===== src/rtl/song_pkg.sv =====
// rtl/song_pkg.sv - shared widths, FSM state encoding and ROM entry layout for the song sequencer
package song_pkg;

   localparam int NOTE_W = 6;
   localparam int DUR_W  = 6;
   localparam int SONG_W = 2;
   localparam int IDX_W  = 5;
   localparam int ADDR_W = SONG_W + IDX_W;
   localparam int ENTRY_W = NOTE_W + DUR_W;

   localparam logic [DUR_W-1:0] END_MARKER_DUR = '0;
   localparam logic [IDX_W-1:0] LAST_IDX       = '1;

   typedef enum logic [2:0] {
      IDLE,
      FETCH,
      LOAD,
      SETTLE,
      WAIT_DONE,
      ADVANCE,
      DONE
   } state_t;

   typedef struct packed {
      logic [NOTE_W-1:0] note;
      logic [DUR_W-1:0]  duration;
   } song_entry_t;

endpackage


===== src/rtl/song_rom.sv =====
// rtl/song_rom.sv - four-song note ROM, address {song, idx}, registered output (1-cycle latency)
module song_rom
   import song_pkg::*;
(
   input  logic               clk,
   input  logic [ADDR_W-1:0]  addr,
   output logic [ENTRY_W-1:0] dout
);

   function automatic song_entry_t lookup(input logic [ADDR_W-1:0] a);
      logic [SONG_W-1:0] s;
      logic [IDX_W-1:0]  i;
      song_entry_t       e;
      s = a[ADDR_W-1:IDX_W];
      i = a[IDX_W-1:0];
      e = '0;
      case (s)
         // song 0: 32 playable entries, never hits an end marker
         2'd0: begin
            e.note     = NOTE_W'(12) + NOTE_W'(i);
            e.duration = (i == '0) ? DUR_W'(8) : DUR_W'(i[1:0]) + DUR_W'(1);
         end
         2'd1: begin
            case (i)
               5'd0:    e = {NOTE_W'(20), DUR_W'(3)};
               5'd1:    e = {NOTE_W'(0),  DUR_W'(2)};
               5'd2:    e = {NOTE_W'(22), DUR_W'(4)};
               5'd3:    e = {NOTE_W'(5),  END_MARKER_DUR};
               default: e = {NOTE_W'(1),  DUR_W'(1)};
            endcase
         end
         2'd2: begin
            case (i)
               5'd0:    e = {NOTE_W'(33), DUR_W'(5)};
               5'd1:    e = {NOTE_W'(34), DUR_W'(6)};
               5'd2:    e = {NOTE_W'(0),  END_MARKER_DUR};
               default: e = {NOTE_W'(35), DUR_W'(2)};
            endcase
         end
         default: begin
            e.note     = NOTE_W'(i) + NOTE_W'(1);
            e.duration = DUR_W'(2);
         end
      endcase
      return e;
   endfunction

   always_ff @(posedge clk) begin
      dout <= lookup(addr);
   end

endmodule


===== src/rtl/song_reader.sv =====
// rtl/song_reader.sv - walks the song ROM and feeds note_player via a new_note/note_done handshake
// Optional SONG_LOOP_EN: songs repeat and song_done becomes a one-cycle pulse per pass.
module song_reader
   import song_pkg::*;
(
   input  logic              clk,
   input  logic              reset,
   input  logic              play,
   input  logic [SONG_W-1:0] song,
   input  logic              note_done,
   output logic [NOTE_W-1:0] note_to_load,
   output logic [DUR_W-1:0]  duration_to_load,
   output logic              new_note,
   output logic              song_done
);

   state_t              state;
   logic [IDX_W-1:0]    idx;
   logic [SONG_W-1:0]   song_q;
   logic [NOTE_W-1:0]   note_q;
   logic [DUR_W-1:0]    dur_q;
   logic [ENTRY_W-1:0]  rom_dout;
   song_entry_t         rom_entry;
   logic                song_changed;
   logic                is_marker;
   logic                end_of_pass;

   song_rom u_rom (
      .clk  (clk),
      .addr ({song_q, idx}),
      .dout (rom_dout)
   );

   assign rom_entry    = song_entry_t'(rom_dout);
   assign song_changed = (song != song_q);
   assign is_marker    = (rom_entry.duration == END_MARKER_DUR);
   assign end_of_pass  = ((state == LOAD) && is_marker) ||
                         ((state == ADVANCE) && (idx == LAST_IDX));

   // The strobe and its data must be valid in the same LOAD cycle, because
   // note_player drops note_done on the edge that samples new_note.
   assign new_note         = play && (state == LOAD) && !is_marker;
   assign note_to_load     = (state == LOAD) ? rom_entry.note : note_q;
   assign duration_to_load = (state == LOAD) ? rom_entry.duration : dur_q;

   always_ff @(posedge clk or posedge reset) begin
      if (reset) begin
         state     <= IDLE;
         idx       <= '0;
         song_q    <= '0;
         note_q    <= '0;
         dur_q     <= '0;
         song_done <= 1'b0;
      end else begin
`ifdef SONG_LOOP_EN
         song_done <= 1'b0;
`endif
         if (song_changed) begin
            song_q    <= song;
            idx       <= '0;
            song_done <= 1'b0;
            state     <= play ? FETCH : IDLE;
         end else if (play) begin
            if (state == LOAD) begin
               note_q <= rom_entry.note;
               dur_q  <= rom_entry.duration;
            end
            if (end_of_pass) begin
               song_done <= 1'b1;
`ifdef SONG_LOOP_EN
               idx       <= '0;
               state     <= FETCH;
`else
               state     <= DONE;
`endif
            end else begin
               case (state)
                  IDLE:      state <= FETCH;
                  FETCH:     state <= LOAD;
                  LOAD:      state <= SETTLE;
                  // note_done is stale for one cycle after a load
                  SETTLE:    state <= WAIT_DONE;
                  WAIT_DONE: if (note_done) state <= ADVANCE;
                  ADVANCE: begin
                     idx   <= idx + 1'b1;
                     state <= FETCH;
                  end
                  DONE:      state <= DONE;
                  default:   state <= IDLE;
               endcase
            end
         end
      end
   end

endmodule

===== config.mk =====
export PLATFORM = sky130hd
export DESIGN_NAME = song_reader
export DESIGN_NICKNAME = d
export VERILOG_FILES = /design/src/rtl/song_pkg.sv /design/src/rtl/song_rom.sv /design/src/rtl/song_reader.sv
export SDC_FILE = /design/constraint.sdc
export NUM_CORES = 1
export LEC_CHECK = 0
export CELL_PAD_IN_SITES_DETAIL_PLACEMENT = 0
export CELL_PAD_IN_SITES_GLOBAL_PLACEMENT = 2
export CORE_ASPECT_RATIO = 0.75
export CORE_MARGIN = 3
export CORE_UTILIZATION = 36
export CTS_CLUSTER_SIZE = 8
export DETAILED_ROUTE_END_ITERATION = 6
export GPL_ROUTABILITY_DRIVEN = 0
export GPL_TIMING_DRIVEN = 0
export PLACE_DENSITY_LB_ADDON = 0.08
export SETUP_SLACK_MARGIN = 0.5
export SYNTH_ARGS = -nofsm -noshare
export SYNTH_HDL_FRONTEND = slang
export SYNTH_SLANG_ARGS = --single-unit

===== constraint.sdc =====
create_clock -name clk -period 2.42 [get_ports clk]
set_clock_uncertainty 0.2 [all_clocks]
set_input_delay 0.484 -clock clk [delete_from_list [all_inputs] [get_ports clk]]
set_output_delay 0.484 -clock clk [all_outputs]
set_load 0.01 [all_outputs]

# ---- Yosys cells after proc, flatten, opt, wreduce, memory -nomap -nowiden
# Cells that the tools add are included.
dict set report totals {
  register_bits 35
  elab_cells 64
}
dict set report classes {
  add_sub_neg 4
  n_eq_ne 15
  muxes 19
  bitwise 1
  n_reduce_logical 18
}
# op n
set ops {}
lappend ops {{12-bit one-hot mux with 3 select lines} 2}
lappend ops {{11-bit one-hot mux with 4 select lines} 1}
lappend ops {{5-bit 2-to-1 mux} 4}
lappend ops {{6-bit 2-to-1 mux} 3}
lappend ops {{3-bit one-hot mux with 6 select lines} 1}
lappend ops {{3-bit 2-to-1 mux} 4}
lappend ops {{5-bit by 2-bit == test with 1-bit output (second input constant)} 2}
lappend ops {{3-bit == test (second input constant)} 3}
lappend ops {{4-bit by 5-bit adder with 6-bit output (first input constant)} 1}
lappend ops {{5-bit by 1-bit adder with 6-bit output (second input constant)} 1}
lappend ops {{3-bit by 2-bit == test with 1-bit output (second input constant)} 2}
lappend ops {{6-bit logical NOT} 1}
lappend ops {{2-bit AND reduction} 3}
lappend ops {{2-bit nonzero test} 3}
lappend ops {{5-bit by 1-bit adder with 5-bit output (second input constant)} 1}
lappend ops {{5-bit by 1-bit == test with 1-bit output (second input constant)} 1}
lappend ops {{5-bit == test (second input constant)} 1}
lappend ops {{5-bit logical NOT} 1}
lappend ops {{1-bit logical AND} 4}
lappend ops {{1-bit 2-to-1 mux} 4}
lappend ops {{4-bit inequality test (second input constant)} 1}
lappend ops {{2-bit by 1-bit adder with 3-bit output (second input constant)} 1}
lappend ops {{3-bit by 1-bit == test with 1-bit output (second input constant)} 1}
lappend ops {{3-bit logical NOT} 1}
lappend ops {{10 further kinds} 10}

# ---- Depth between registers and ports, before layout
# Gate-level depths: netlist (run 1).
dict set report depth {
  depth_word 6
  depth_mapped 7
}

# ---- By module
# A second synthesis (run 1) with hierarchy kept.
dict set report unflattened {
  hier_cells 193
  hier_area_um2 2033.2
}
# mod instances cells_per_inst area_each_um2
set by_module_without_submodules {}
lappend by_module_without_submodules {song_reader 1 110 1337.5}
lappend by_module_without_submodules {song_rom 1 83 695.7}

# ---- Worst setup path after synthesis (run 1)
# Ideal clock, no wire load.
dict set report synth_timing {
  kind {register to register}
  startpoint {register idx[0]}
  endpoint {register idx[1]}
  setup_ps 128
  arrival_ps 1787
  slack_ps 305
  stages_incl_launch_ff 8
  n_path_buf 0
  synth_period_minus_slack_ps 2115
  path_cell_list {dfrtp_1 > ha_1 > and2_1 > ha_1 > nand2b_1 > nor3_2 > mux2i_1 > nor2_1}
}
dict set report synth_between {
  elab_chain_cells 5
  elab_cells_between_ends 10
  cone_classes {add/sub (1); eq/ne (2); mux (4); reduce/logical (3)}
}
# item line_no
set synth_rtl {}
lappend synth_rtl {{from (decl)} song_reader.sv:18} ;# logic [IDX_W-1:0] idx;
lappend synth_rtl {{from (signal assigned)} song_reader.sv:85} ;# idx <= idx + 1'b1;
lappend synth_rtl {{5-bit by 1-bit adder with 5-bit output / 5-bit == test (equally long branches)} {song_reader.sv:85, song_reader.sv:38}}
lappend synth_rtl {{5-bit 2-to-1 mux / 1-bit logical AND (equally long branches)} {song_reader.sv:77, song_reader.sv:38}}
lappend synth_rtl {{5-bit 2-to-1 mux / 1-bit logical OR (equally long branches)} {song_reader.sv:68, song_reader.sv:37}}
lappend synth_rtl {{5-bit 2-to-1 mux / 2-bit inequality test (equally long branches)} n/a}
lappend synth_rtl {{5-bit 2-to-1 mux / 3-bit AND reduction (equally long branches)} n/a}
# Several ways; a longest one is shown, not always the timed one. The select of a mux whose other input is x is not followed.
# A chain may end at the register's enable or synchronous reset.

# ---- Worst setup path after layout (run 1)
dict set report layout_timing {
  startpoint {register state[2]}
  endpoint {output port duration_to_load[3]}
}
dict set report layout_between {
  elab_chain_cells 2
}
# item line_no
set layout_rtl {}
lappend layout_rtl {{from (decl)} song_reader.sv:17} ;# state_t state;
lappend layout_rtl {{from (signal assigned)} song_reader.sv:62} ;# state <= play ? FETCH : IDLE;
lappend layout_rtl {{3-bit by 2-bit == test with 1-bit output} song_reader.sv:44} ;# assign duration_to_load = (state == LOAD) ? rom_entry.duration : dur_q;
lappend layout_rtl {{6-bit 2-to-1 mux} n/a}
lappend layout_rtl {{to (decl)} song_reader.sv:12} ;# output logic [DUR_W-1:0] duration_to_load,
# No other way between the ends.

==> results of run 1 <==
==> power breakdown <==
group | switching [mW] | internal (mW)
sequential | 0.0240 | 0.587
combinational | 0.109 | 0.160
clock | 0.205 | 0.336
total | 0.338 | 1.08
==> routing by layer <==
metal | vias to the layer above | global-route usage | share of wire | routed length, um
met5 | - | 0 | 0 | 0
met4 | 0 | 0.0402 | 0.0069 | 30
met3 | 3 | 0.0524 | 0.045 | 193
met2 | 40 | 0.247 | 0.49 | 2110
met1 | 672 | 0.203 | 0.46 | 2000
li1 | 711 | - | - | -
==> timing repair <==
item / 4_1_cts / 5_1_grt
setup endpoints to repair: 27 / 36
resized for setup: 87 / 16
cloned: 1 / 1
pin swaps: 7 / 7
buffers inserted: 22 / 4
==> cell type report <==
type,instances,area [um2]
plain buffers,10,67.6
clock inverters,1,30.0
fillers,417,1990
multi-input cells,120,1080
inverters,8,30.0
flip-flops and latches,33,782
well taps,57,71.3
repair buffers,47,485
clock buffers,7,86.3
==> cells in the mapped netlist (all sizes together), types with 4 or more instances <==
master / number / area, um2
dfrtp: 23 / 576
mux2: 20 / 255
nand2: 14 / 52.6
dfxtp: 10 / 200
nor2: 10 / 37.5
o21ai: 9 / 45.0
ha: 8 / 100
inv: 8 / 30.0
xnor2: 8 / 70.1
clkbuf: 7 / 26.3
a31oi: 4 / 25.0
nor2b: 4 / 25.0
o211ai: 4 / 30.0
==> cells by family (layout without fill, tap and decap cells) <==
logic type | count (synthesis) | in the layout | synth area share
adders and majority gates | 8 | 8 | 0.0558
muxes | 23 | 23 | 0.159
DFF | 33 | 33 | 0.432
xor gates and xnor gates | 8 | 8 | 0.0390
buffers and inverters | 18 | 73 | 0.0446
AOI/OAI and AO/OA | 30 | 30 | 0.109
and+or+nand+nor | 51 | 51 | 0.161
==> final timing paths <==
| kind | slack, ns | cells past startpoint | from | endpoint |
|---|---|---|---|---|
| worst max-delay path | -0.02 | 5 | state[2] | duration_to_load[3] |
| min in group asynchronous | 0.49 | 2 | reset | dur_q[2] |
| worst max register to register | 0.37 | 7 | state[2] | note_q[4] |
| max in group asynchronous | 0.91 | 2 | reset | idx[1] |
| worst min-delay path | 0.30 | 1 | u_rom.dout[9] | note_q[3] |
| worst min register to register | 0.30 | 1 | u_rom.dout[9] | note_q[3] |
==> per-stage QoR <==
stage          power (mW)  setup TNS, ns  cell area [um2]  utilization
2_1_floorplan       0.756              0             1880            -
3_3_place_gp        0.833         -0.866             2140        0.463
3_5_place_dp        0.840         -0.982             2140        0.463
4_1_cts              1.42        -0.0178             2520        0.545
5_1_grt              1.49         -0.503             2630        0.569
6_report             1.42        -0.0387             2630        0.569
==> state kept, by name, summed over array words and instances, names as in the netlist <==
signal / count
idx: 5
dur_q: 6
note_q: 6
song_done: 1
state: 3
u_rom.dout: 10
song_q: 2
==> cells in the final DEF, fill, tap and decap left out, drive strengths merged, types with 8 or more instances in the layout <==
master	n
nor2	10
nand2	14
o21ai	9
xnor2	8
ha	8
clkbuf	15
inv	8
dfrtp	23
dfxtp	10
mux2	20
buf	43
==> flow_summary.yaml, run 1 <==
finish:
  fin_cells: 283
  drive_gt1_frac: 0.420
  diodes: 0
  final_nets: 239
  area_growth_pct: 46.6
floorplanning:
  chipWidth_um: 87.5
  io_pins: 20
  die_h_um: 67.2
  start_util: 0.388
  placementRows: 21
  core_um2: 4620
  dieArea_um2: 5880
sta:
  relSlewSlack: 0.400
  holdWs_ns: 0.298
  setup_ws_ns: -0.0159
  fin_crit_sh: 1.01
  drv_slew: 0
  worst_slew_pin_slew_ns: 0.898
  setup_viol: 6
  fin_crit_ns: 2.44
  fmax_ghz: 0.411
  rsz0062_at_grt: "true"
  final-hold-violation-count: 0
critical_path:
  cp_top_family: "flip-flops"
  end_kind: "output pin"
  crit_type: "reg -> out"
  cp.buffers_inverters: 3
  start_kind: "register"
  required_ns: 1.74
  slowest_stage: "dfrtp_2"
  crit_fanout: 5
  arrival_ns: 1.75
  critPathMaxStageDelay_ns: 0.43
  critical_path.most_common_cell: "buf_6"
  path_cells: "nor3b_4, buf_6, buf_6, mux2_4, buf_6"
yosys:
  yosys_most_used_dff: "dfrtp_1"
  synthCells: 171
  synth-seq-cells: 33
  yosysUniqueCellTypes: 43
  syn_area_um2: 1800
  avgSynthCellArea_um2: 10.5
  synth_edf_count: 0
  async_reset_ff_frac: 0.697
  ys_warn_count: 0
  synth_nets: 185
  yosysSeqAreaShare: 0.432
placement:
  dp_cells: 247
  portBuffers: 19
  hpwl_mm: 2.80
  preCtsSetupSlack_ns: -0.141
grt:
  grt_usage: 0.155
  grt_antenna_before_repair: 0
  grt_max_degree: 24
  grt_pass1_wl_mm: 6.89
  grt_pass1_vias: 1379
  grt-ovfl-total: 0
drt:
  first_pass_iters: 4
  drc: 0
  drt_wl_total_mm: 4.34
  antenna_left: 0
  num_vias: 1426
  post_drt_wl_per_cell_um: 15.3
  drt-initial-drc-count: 70
  via_per_inst: 5.04
clock_tree:
  htreeDepth: 2
  clk_pin_slew_ns: 0.07
  cts_tree: "built"
  clk_latency_ns: 0.29
  ctsHoldBuffers: 0
  cts.sinks: 33
  clockRootBuffer: "clkbuf_8"
  cts_buffer_depth: 2
  cts_buffers: 5
pwr:
  leakagePower_nw: 1.20
  ir_drop_uv: 295
  p_per_area_nw_per_um2: 539
outcome:
  status: "complete, but fails checks"
  violations: "negative setup slack"
flow_run:
  max_cap_violations: 0
min_path:
  hold_class: "reg -> reg"
Note: power is estimated with default switching activity, not from simulation.
==> inputs of run 2 (changes only) <==
--- a/config.mk
+++ b/config.mk
@@ -8,8 +8,7 @@
 export CELL_PAD_IN_SITES_DETAIL_PLACEMENT = 0
 export CELL_PAD_IN_SITES_GLOBAL_PLACEMENT = 2
 export CORE_ASPECT_RATIO = 0.75
-export CORE_MARGIN = 3
-export CORE_UTILIZATION = 36
+export CORE_UTILIZATION = 32
 export CTS_CLUSTER_SIZE = 8
 export DETAILED_ROUTE_END_ITERATION = 6
 export GPL_ROUTABILITY_DRIVEN = 0
==> constraint.sdc (replaced) <==
create_clock -name clk -period 2.2 [get_ports clk]
set_clock_uncertainty 0.2 [all_clocks]
set_input_delay 0.44 -clock clk [delete_from_list [all_inputs] [get_ports clk]]
set_output_delay 0.44 -clock clk [all_outputs]
set_load 0.01 [all_outputs]
==> run 2 against run 1 <==
Net effect:
- setup slack worse by 0.025 ns
- cell count up 6.4%
- largest cell class unchanged
- the run still ends with negative setup slack left
- largest power group unchanged
- clock-buffer cell count is the same
- sequential power is 10% higher
==> flow_summary.yaml, run 2 (synthesized netlist as in run 1, its figures left out) <==
outcome:
  status: "complete, but fails checks"
  violations: "negative setup slack"
drt:
  drt-initial-drc-count: 51
  num_vias: 1462
  first_pass_iters: 4
  antenna_left: 0
  via_per_inst: 4.86
  post_drt_wl_per_cell_um: 15.2
  drc: 0
  drt_wl_total_mm: 4.57
grt:
  use_met1: 0.227
  grt_pass1_wl_mm: 7.32
  grt_antenna_before_repair: 0
  gr-usage-met3: 0.0384
  grtUsageMet2: 0.271
  grt_usage: 0.168
  grt-ovfl-total: 0
  grt_max_degree: 24
  grt_pass1_vias: 1471
  gr-max-usage-layer: "met2"
min_path:
  hold_class: "reg -> reg"
  holdCritStartpoint: "dur_q[4]"
  holdPathEnd: "dur_q[4]"
  holdPathStages: 1
critical_path:
  crit_fanout: 5
  required_ns: 1.56
  crit_type: "reg -> out"
  r2r_end: "dur_q[1]"
  arrival_ns: 1.60
  regToRegStartpoint: "state[2]"
  critical_path.most_common_cell: "buf_6"
  r2r_cells: 8
  reg2reg_slack_ns: 0.18
  critPathMaxStageDelay_ns: 0.42
  cp.buffers_inverters: 3
  cp_top_family: "flip-flops"
  start_kind: "register"
  end_kind: "output pin"
  path_cells: "nor3b_4, buf_6, buf_8, mux2_4, buf_6"
  slowest_stage: "dfrtp_2"
sta:
  final-hold-violation-count: 0
  relSlewSlack: 0.629
  holdWs_ns: 0.287
  setup_ws_ns: -0.0406
  fmax_ghz: 0.446
  rsz0062_at_grt: "true"
  fin_crit_ns: 2.24
  worst_slew_pin_slew_ns: 0.555
  setup_viol: 10
  drv_slew: 0
  fin_crit_sh: 1.02
clock_tree:
  cts.sinks: 33
  clk_pin_slew_ns: 0.07
  cts_buffer_depth: 2
  clk_latency_ns: 0.28
  clockRootBuffer: "clkbuf_8"
  cts_tree: "built"
  htreeDepth: 2
  cts_buffers: 5
  ctsHoldBuffers: 0
flow_run:
  max_cap_violations: 0
floorplanning:
  start_util: 0.334
  core_um2: 5380
  die_h_um: 66.9
  placementRows: 23
  chipWidth_um: 88.5
  dieArea_um2: 5920
  io_pins: 20
placement:
  portBuffers: 19
  dpl_cell_area_um2: 2190
  hpwl_mm: 2.82
finish:
  fin_area_um2: 2860
  layout_commonest_cell: "buf_6"
  reg_top3: "u_rom.dout: 10 flops, dur_q: 6 flops, note_q: 6 flops"
  largest_reg_flops: 10
  final_nets: 239
  area_growth_pct: 59.2
  mostFrequentLayoutCells: "25 x buf_6, 20 x mux2_4, 18 x dfrtp_1"
  diodes: 0
  drive_gt1_frac: 0.549
  regMostFlops: "u_rom.dout"
pwr:
  total_power_mw: 1.57
  leakagePower_nw: 1.24
  ir_drop_uv: 307
  p_per_area_nw_per_um2: 549
-- run 2: cell type report --
cell class | instances | area, um2
Inverter | 8 | 36.3
Tap cell | 75 | 93.8
Fill cell | 483 | 2520
Sequential cell | 33 | 782
Buffer | 10 | 82.6
Multi-Input combinational cell | 120 | 1280
Clock inverter | 1 | 30.0
Clock buffer | 7 | 86.3
Timing Repair Buffer | 47 | 465
-- run 2: layer usage --
| layer | share of wire | vias to the layer above |
|---|---|---|
| met5 | 0 | - |
| met4 | 0.0057 | 0 |
| met3 | 0.028 | 5 |
| met2 | 0.47 | 27 |
| met1 | 0.50 | 712 |
| li1 | - | 718 |
-- run 2: stage by stage --
step                setup TNS, ns  setup slack [ns]  std cells   util
floorplan                       0             0.295        171      -
global placement            -2.83            -0.295        265  0.406
detailed placement          -2.86            -0.309        265  0.406
CTS                        -0.486           -0.0617        297  0.507
global route               -0.940           -0.0940        301  0.531
finish                     -0.324           -0.0406        301  0.531
-- run 2: report_power, final --
group          internal (mW)  leakage, nW  switching (mW)
combinational          0.177        0.794           0.129
sequential             0.645        0.387          0.0276
clock                  0.369       0.0585           0.221
-- run 2: worst max-delay path by stage --
stage          depth (start not counted)  startpoint                   to
2_1_floorplan                          4    state[1]  duration_to_load[3]
3_3_place_gp                           5    state[1]  duration_to_load[3]
3_5_place_dp                           5    state[1]      note_to_load[0]
4_1_cts                                5    state[2]      note_to_load[0]
5_1_grt                                5    state[2]      note_to_load[0]
6_report                               5    state[2]      note_to_load[0]
-- run 2: timing repair --
item / in CTS / in global routing
setup buffers: 22 / 4
setup endpoints to repair: 42 / 48
gates resized for setup: 117 / 29
pin swaps: 19 / 10
gates cloned: 2 / 0
==> inputs of run 3 (changes only) <==
--- a/config.mk
+++ b/config.mk
@@ -14,6 +14,7 @@
 export GPL_ROUTABILITY_DRIVEN = 0
 export GPL_TIMING_DRIVEN = 0
 export PLACE_DENSITY_LB_ADDON = 0.08
+export REMOVE_ABC_BUFFERS = 1
 export SETUP_SLACK_MARGIN = 0.5
 export SYNTH_ARGS = -nofsm -noshare
 export SYNTH_HDL_FRONTEND = slang
==> run 3 against run 2 <==
Net effect:
- the flow still finishes with violations (negative setup slack)
- via count grew 0.14%
- register-to-register slack got worse by 0.02 ns
- global-route usage grew 0.33 points
- die area unchanged
- sequential share of layout area is 0.33 points higher
- clock-buffer cell count decreased by 1
- hold slack improved by 0.0081 ns
- fmax decreased by 1.8%
- core utilization decreased by 0.37 points
==> flow_summary.yaml, run 3 (synthesized netlist as in run 1, its figures left out) <==
outcome:
  status: "complete, but fails checks"
  violations: "negative setup slack"
min_path:
  hold_class: "reg -> reg"
  holdPathEnd: "note_q[2]"
  holdPathStages: 1
  holdCritStartpoint: "u_rom.dout[8]"
floorplanning:
  die_h_um: 66.9
  start_util: 0.334
  io_pins: 20
  chipWidth_um: 88.5
  core_um2: 5380
  placementRows: 23
  dieArea_um2: 5920
placement:
  preCtsSetupSlack_ns: -0.601
  dp_cells: 255
  portBuffers: 19
  hpwl_mm: 2.69
critical_path:
  r2r_end: "dur_q[2]"
  end_kind: "output pin"
  required_ns: 1.56
  start_kind: "register"
  path_cells: "nor3b_4, buf_4, buf_12, mux2_4, buf_6"
  r2r_cells: 8
  crit_type: "reg -> out"
  arrival_ns: 1.64
  reg2reg_slack_ns: 0.16
  regToRegStartpoint: "state[2]"
  crit_fanout: 7
  slowest_stage: "dfrtp_2"
  critPathMaxStageDelay_ns: 0.43
clock_tree:
  clockRootBuffer: "clkbuf_8"
  cts_buffer_depth: 2
  cts.sinks: 33
  cts_buffers: 5
  clk_pin_slew_ns: 0.08
  htreeDepth: 2
  ctsHoldBuffers: 0
  cts_tree: "built"
  clk_latency_ns: 0.29
drt:
  num_vias: 1464
  first_pass_iters: 5
  drt-initial-drc-count: 83
  antenna_left: 0
  drt_wl_total_mm: 4.61
  via_per_inst: 4.96
  post_drt_wl_per_cell_um: 15.6
  drc: 0
sta:
  fin_crit_ns: 2.28
  rsz0062_at_grt: "true"
  fmax_ghz: 0.438
  worst_slew_pin_slew_ns: 0.608
  setup_tns_ns: -0.739
  setup_ws_ns: -0.0823
  setup_viol: 10
  relSlewSlack: 0.595
  final-hold-violation-count: 0
  drv_slew: 0
  fin_crit_sh: 1.04
finish:
  final_nets: 233
  area_growth_pct: 58.0
  mostFrequentLayoutCells: "28 x buf_6, 20 x mux2_4, 15 x dfrtp_1"
  regMostFlops: "u_rom.dout"
  fin_cells: 295
  n_fill_cell: 496
  largest_reg_flops: 10
  reg_top3: "u_rom.dout: 10 flops, dur_q: 6 flops, note_q: 6 flops"
  drive_gt1_frac: 0.568
  layout_commonest_cell: "buf_6"
  diodes: 0
grt:
  grt-ovfl-total: 0
  grt_pass1_wl_mm: 7.40
  grt_usage: 0.171
  grt_antenna_before_repair: 0
  grt_max_degree: 24
  grt_pass1_vias: 1433
pwr:
  ir_drop_uv: 183
  total_power_mw: 1.42
  p_per_area_nw_per_um2: 502
  leakagePower_nw: 1.22
flow_run:
  max_cap_violations: 0
run 3: changes by cell type in the layout (fill, tap and decap cells not counted), sizes merged:
cell and delta:
bufinv -1, clkbuf -7, clkinv +3, inv -1
run 3: worst max-delay path by stage:
stage	start	cells after the start	to
floorplan	state[1]	3	dur_q[0]
global placement	state[1]	3	duration_to_load[3]
detailed placement	state[1]	3	note_to_load[3]
CTS	state[0]	5	note_to_load[3]
global route	state[2]	5	note_to_load[3]
finish	state[2]	5	duration_to_load[2]
run 3: power breakdown:
part | switching (mW) | internal (mW) | total (mW) | leakage (nW)
clock | 0.234 | 0.219 | 0.454 | 0.0450
sequential | 0.0367 | 0.645 | 0.682 | 0.383
combinational | 0.114 | 0.174 | 0.288 | 0.791
total | 0.385 | 1.04 | 1.42 | 1.22
run 3: cell type report:
type	instances	area (um2)	area share
multi-input cells	120	1280	0.451
flip-flops and latches	33	786	0.277
repair buffers	51	556	0.196
well taps	75	93.8	0.0331
clock buffers	6	72.6	0.0256
inverters	8	41.3	0.0146
clock inverters	2	10.0	0.00353
run 3: metal layers:
layer	global-route usage	part of all wire	up-vias
li1	-	-	705
met1	0.235	0.50	731
met2	0.260	0.47	24
met3	0.0520	0.028	4
met4	0.0423	0.0054	0
met5	0	0	-
run 3: timing repair:
action,4_1_cts,5_1_grt
endpoints found under the setup margin,44,49
hold endpoints to repair,0,0
pin swaps,19,4
gates cloned,2,0
setup buffers,26,4
gates resized for setup,150,22
run 3: critical path, delay by kind of cell (launching register included):
family	cells	cell delay, ns
multiplexers	1	0.30
AND/OR/NAND/NOR	1	0.22
flip-flops	1	0.43
buffers and inverters	3	0.39
run 3: per-stage QoR:
| stage | hold slack (ns) | utilization | instance area (um2) |
|---|---|---|---|
| 3_5_place_dp | 0.268 | 0.377 | 2030 |
| 6_report | 0.295 | 0.527 | 2840 |
| 4_1_cts | 0.302 | 0.507 | 2730 |
| 3_3_place_gp | 0.263 | 0.377 | 2030 |
| 2_1_floorplan | 0.242 | - | 1750 |
| 5_1_grt | 0.312 | 0.527 | 2840 |
